`config.mk`:
```
export PLATFORM = sky130hd
export DESIGN_NAME = jb_debounce_bank
export DESIGN_NICKNAME = d
export VERILOG_FILES = /design/src/rtl/jb_debounce_bank.sv
export SDC_FILE = /design/constraint.sdc
export NUM_CORES = 1
export LEC_CHECK = 0
export ABC_AREA = 1
export BUFFER_PORTS_ARGS = -buffer_cell sky130_fd_sc_hd__buf_4
export CAP_MARGIN = 20
export CORE_UTILIZATION = 50
export DETAILED_ROUTE_END_ITERATION = 16
export HOLD_SLACK_MARGIN = 0.05
export PLACE_DENSITY_LB_ADDON = 0.05
export REMOVE_ABC_BUFFERS = 1
export SYNTH_ARGS = -nofsm -noshare
export SYNTH_HDL_FRONTEND = slang
export SYNTH_SLANG_ARGS = --single-unit
export TNS_END_PERCENT = 30
```
`constraint.sdc`:
```
create_clock -name clk -period 4.1 [get_ports clk]
set_clock_uncertainty 0.15 [all_clocks]
set_input_delay 0.205 -clock clk [delete_from_list [all_inputs] [get_ports clk]]
set_output_delay 0.205 -clock clk [all_outputs]
set_load 0.02 [all_outputs]
```
`src/rtl/jb_debounce_bank.sv`:
```
// Multi-channel debouncer: per-channel synchronizer, stability counter and
// accepted-level register, with registered rise/fall pulses and sticky flags.
module jb_debounce_bank #(
  parameter int                NUM_CH        = 8,
  parameter int                SYNC_STAGES   = 2,
  parameter int                STABLE_CYCLES = 16,
  parameter int                COUNTER_BITS  = 8,
  parameter logic [NUM_CH-1:0] RESET_VAL     = '0
) (
  input  logic              clk,
  input  logic              rst,
  input  logic [NUM_CH-1:0] din,
  input  logic [NUM_CH-1:0] evt_clr,
  output logic [NUM_CH-1:0] dout,
  output logic [NUM_CH-1:0] rise,
  output logic [NUM_CH-1:0] fall,
  output logic              changed,
  output logic [NUM_CH-1:0] rise_sticky,
  output logic [NUM_CH-1:0] fall_sticky
);

  localparam logic [COUNTER_BITS-1:0] CNT_MAX = COUNTER_BITS'(STABLE_CYCLES - 1);

  // sync_q[k] holds stage k of every channel; the last stage is the filtered sample
  logic [NUM_CH-1:0]       sync_q [SYNC_STAGES+1];
  logic [COUNTER_BITS-1:0] cnt_q  [NUM_CH];

  logic [NUM_CH-1:0] s;
  logic [NUM_CH-1:0] stable;
  logic [NUM_CH-1:0] done;
  logic [NUM_CH-1:0] accept;

  assign s      = sync_q[SYNC_STAGES];
  assign stable = ~(sync_q[SYNC_STAGES] ^ sync_q[SYNC_STAGES-1]);
  assign accept = done & (s ^ dout);

  always_comb begin
    done = '0;
    for (int i = 0; i < NUM_CH; i++) begin
      done[i] = (cnt_q[i] == CNT_MAX);
    end
  end

  always_ff @(posedge clk) begin
    if (rst) begin
      for (int k = 0; k <= SYNC_STAGES; k++) begin
        sync_q[k] <= RESET_VAL;
      end
      for (int i = 0; i < NUM_CH; i++) begin
        cnt_q[i] <= '0;
      end
      dout        <= RESET_VAL;
      rise        <= '0;
      fall        <= '0;
      changed     <= 1'b0;
      rise_sticky <= '0;
      fall_sticky <= '0;
    end else begin
      sync_q[0] <= din;
      for (int k = 1; k <= SYNC_STAGES; k++) begin
        sync_q[k] <= sync_q[k-1];
      end
      // Any movement of the filtered sample restarts the count; saturate once done
      for (int i = 0; i < NUM_CH; i++) begin
        if (!stable[i]) begin
          cnt_q[i] <= '0;
        end else if (!done[i]) begin
          cnt_q[i] <= cnt_q[i] + 1'b1;
        end
      end
      dout    <= dout ^ accept;
      rise    <= accept & s;
      fall    <= accept & ~s;
      changed <= |accept;
      // A pulse landing in the same cycle as a clear keeps the flag set
      rise_sticky <= (rise_sticky & ~evt_clr) | rise;
      fall_sticky <= (fall_sticky & ~evt_clr) | fall;
    end
  end

endmodule

```
# Word level (Yosys, flattened, before mapping)
# Memories as Yosys holds them, arrays and structs flattened.
# Cells that the tools add are included.
dict set report op_classes {
  n_addsub 8
  n_eq_ne 8
  mux 78
  bitwise 32
  n_reduce_logical 1
}
# cell n
set ops {}
lappend ops {{8-bit two-way mux} 19}
lappend ops {{8-bit by 1-bit adder with 8-bit output (second input constant)} 8}
lappend ops {{8-bit by 4-bit equality test with 1-bit output (second input constant)} 8}
lappend ops {{1-bit two-way mux} 59}
lappend ops {{8-bit bitwise AND} 5}
lappend ops {{8-bit inverter} 3}
lappend ops {{8-bit XOR} 3}
lappend ops {{1-bit bitwise OR} 19}
lappend ops {{8-bit bitwise OR} 2}
lappend ops {{8-bit OR reduction} 1}
dict set report word_totals {
  register_bits 41
  ram_bits 88
  input_bits 18
  output_inout_bits 41
  elab_cells 135
  n_memories 2
}
# name words word_bits rd rd_clocked_by_memory_dff write_ports line
set mem_list {}
lappend mem_list {cnt_q 8 8 8 0 8 26} ;# logic [COUNTER_BITS-1:0] cnt_q [NUM_CH];
lappend mem_list {sync_q 3 8 3 0 3 25} ;# logic [NUM_CH-1:0] sync_q [SYNC_STAGES+1];

# Logic depth before layout (Yosys ltp)
dict set report logic_depth {
  depth_word 7
  depth_mapped 10
}

# Worst setup path before layout
# OpenSTA, ideal clock, no wires.
dict set report synth_timing {
  kind {register -> register}
  startpoint {memory cnt_q[4][0] (netlist: cnt_q[1][0])}
  endpoint {memory cnt_q[4][0] (netlist: cnt_q[1][0]) (enable)}
  arrival_time_ps 1135
  t_required_ps 3621
  path_slack_ps 2486
  stages_incl_launch_ff 7
  path_buffers 0
  path_cell_list {edfxtp_1 > ha_1 > nand3_1 > nor2_1 > nand2_1 > inv_1 > nand2_1}
}
# item line
set synth_rtl {}
lappend synth_rtl {{start: declaration} 26}

==> run summary <==
Status -> finished clean
Peak supply drop -> 235 µV
Largest fanout on the critical path -> 48
CTS Buffer Depth -> 2
Routed WL -> 9650 µm
HP Class -> reg -> reg
Final setup vio count -> 0
Vias in the first global route -> 3801
Core ar. -> 10800 µm²
Fin nets -> 706
Fin crit period -> 2.06 ns
Power Total -> 2.92 mW
Setup CP Type -> in -> reg
Final hold vios -> 0
Area leader, netlist -> edfxtp_1
Worst-Margin Slew -> 0.520 ns
Post-synthesis sequential area ratio -> 0.583
I/O pin count -> 59
Critical Path RT -> 4.12 ns
Final Max Slew Viols -> 0
Antenna violations before repair -> 0
Clock sinks -> 129
Final worst-path setup slack -> 2.04 ns
Routed via count -> 3928
DRC viols -> 0
Detailed-router iteration count before antenna repair -> 4
Final worst path period share -> 0.502
Total GRT Usage -> 0.187
Die Height -> 107 µm
Vias per cell -> 4.72
DR WL/cell -> 11.6 µm
Place WS -> 2.02 ns
Most common cell after layout, fill and taps aside -> nor2_1
Leak -> 3.04 nW
Most frequent cells in the layout -> nor2_1, inv_1, nand2_1
Worst skew pair latency -> 0.51 ns
Die Area -> 11500 µm²
Share of Yosys cell area claimed by the top area cell type -> 0.348
Rows -> 38
Initial DRC Count -> 157
Crit. End Element -> flip-flop
Final ANT Viol Nets -> 0
Area of the mapped netlist -> 5530 µm²
Unrepaired setup endpoints after global routing -> false
Port bufs -> 58
Starting Density -> 0.512
Synth unique cells -> 31
EDFF count, synth -> 64
Layout cells sized above 1 -> 0.166
Post-CTS sizing -> 0
Post-route setup TNS -> 0 ns
Max Cap Violations -> 0
Wire length of the first global-routing pass -> 16600 µm
H-Tree Depth -> 4
P&R area growth vs syn -> 25.2%
CTS root buf -> clkbuf_8
Warnings, synthesis -> 0
CTS tree -> built
Share of synthesized registers carrying an async set or reset -> 0
Syn avg cell area -> 9.47 µm²
Predominant post-synthesis flop cell -> dfxtp_1
HPWL Detailed -> 6660 µm
Crit path DAT -> 2.08 ns
Largest net degree at the start of global routing -> 49
Slew HR -> 0.653
Critical Path Start Type -> input port
Num CTS Buffers -> 17
Chip width -> 107 µm
Cells after Synth -> 584
Setup repair bufs after CTS -> 0
GP Congestion -> 0.769
Reg clk slew, reported paths -> 0.06 ns
Synth Register Bits -> 129
Grt ovf -> 0
Fmax -> 486 MHz
P per Cell Area -> 421 nW/µm²
Top post-synthesis cells by area -> edfxtp_1, dfxtp_1, nor2_1, inv_1, nand2_1
# diodes -> 0
==> routing by layer <==
metal  part of all wire  track usage
met5                  0            0
met4              0.017       0.0851
met3              0.037       0.0468
met2               0.48        0.308
met1               0.46        0.230
==> area by class of cell <==
| cell class | instances | area (µm²) |
|---|---|---|
| clock buffer | 22 | 453 |
| clock inverter | 10 | 108 |
| fill | 862 | 3870 |
| inverter | 77 | 289 |
| multi-input combinational | 371 | 1980 |
| sequential | 129 | 3220 |
| tap | 140 | 175 |
| timing repair buffer | 84 | 696 |
==> kinds of logic after synthesis <==
logic type,after synthesis,share of synthesized area
and+or+nand+nor,276,0.229
DFF,129,0.583
AOI/OAI and AO/OA,47,0.0482
adders and majority gates,8,0.0181
xor gates and xnor gates,40,0.0633
buffers and inverters,84,0.0586
==> Yosys cell counts (all sizes together), types with 3 or more instances <==
library cell	n
edfxtp	64
or2	3
nand2	75
xor2	25
nor3b	11
ha	8
xnor2	15
inv	77
o21ai	11
dfxtp	65
nor3	14
buf	7
nand4	5
nand3	24
nor2	142
a21oi	30
==> timing repair <==
action,in CTS,in global routing
hold buffers,26,0
endpoints found under the setup margin,0,0
endpoints found under the hold margin,41,0
==> critical path: stages <==
cell and delay, ns:
dlygate4sd3_1 0.53, buf_4 0.43, inv_2 0.36, nand2_1 0.18, inv_1 0.06, nand2_1 0.27
==> worst paths after layout <==
check | start | endpoint | slack [ns] | cells after the start
setup / recovery | rst | cnt_q[1][2] | 2.04 | 6
hold / removal | sync_q[0][5] | sync_q[0][13] | 0.25 | 2
setup reg to reg | cnt_q[1][24] | cnt_q[1][29] | 2.24 | 6
hold reg to reg | sync_q[0][5] | sync_q[0][13] | 0.25 | 2
==> stage by stage <==
step,cells,util,cell area (µm²),hold slack (ns)
after global routing,833,0.642,6930,0.259
after global placement,775,0.566,6110,0.240
after floorplan,577,-,5500,0.124
after CTS,833,0.642,6930,0.252
final,833,0.642,6930,0.251
after detailed placement,775,0.566,6110,0.244
==> flip-flops by register name, summed over array words and instances (netlist names), named ones only <==
signal and flops:
fall 8, changed 1, rise 8, sync_q 24, rise_sticky 8, fall_sticky 8, cnt_q 64
==> power breakdown <==
| part | internal, mW | switching [mW] |
|---|---|---|
| logic | 0.0532 | 0.0605 |
| clock network | 0.892 | 0.515 |
| registers | 1.38 | 0.0202 |
| total | 2.32 | 0.596 |
Note: power is estimated with default switching activity, not from simulation.
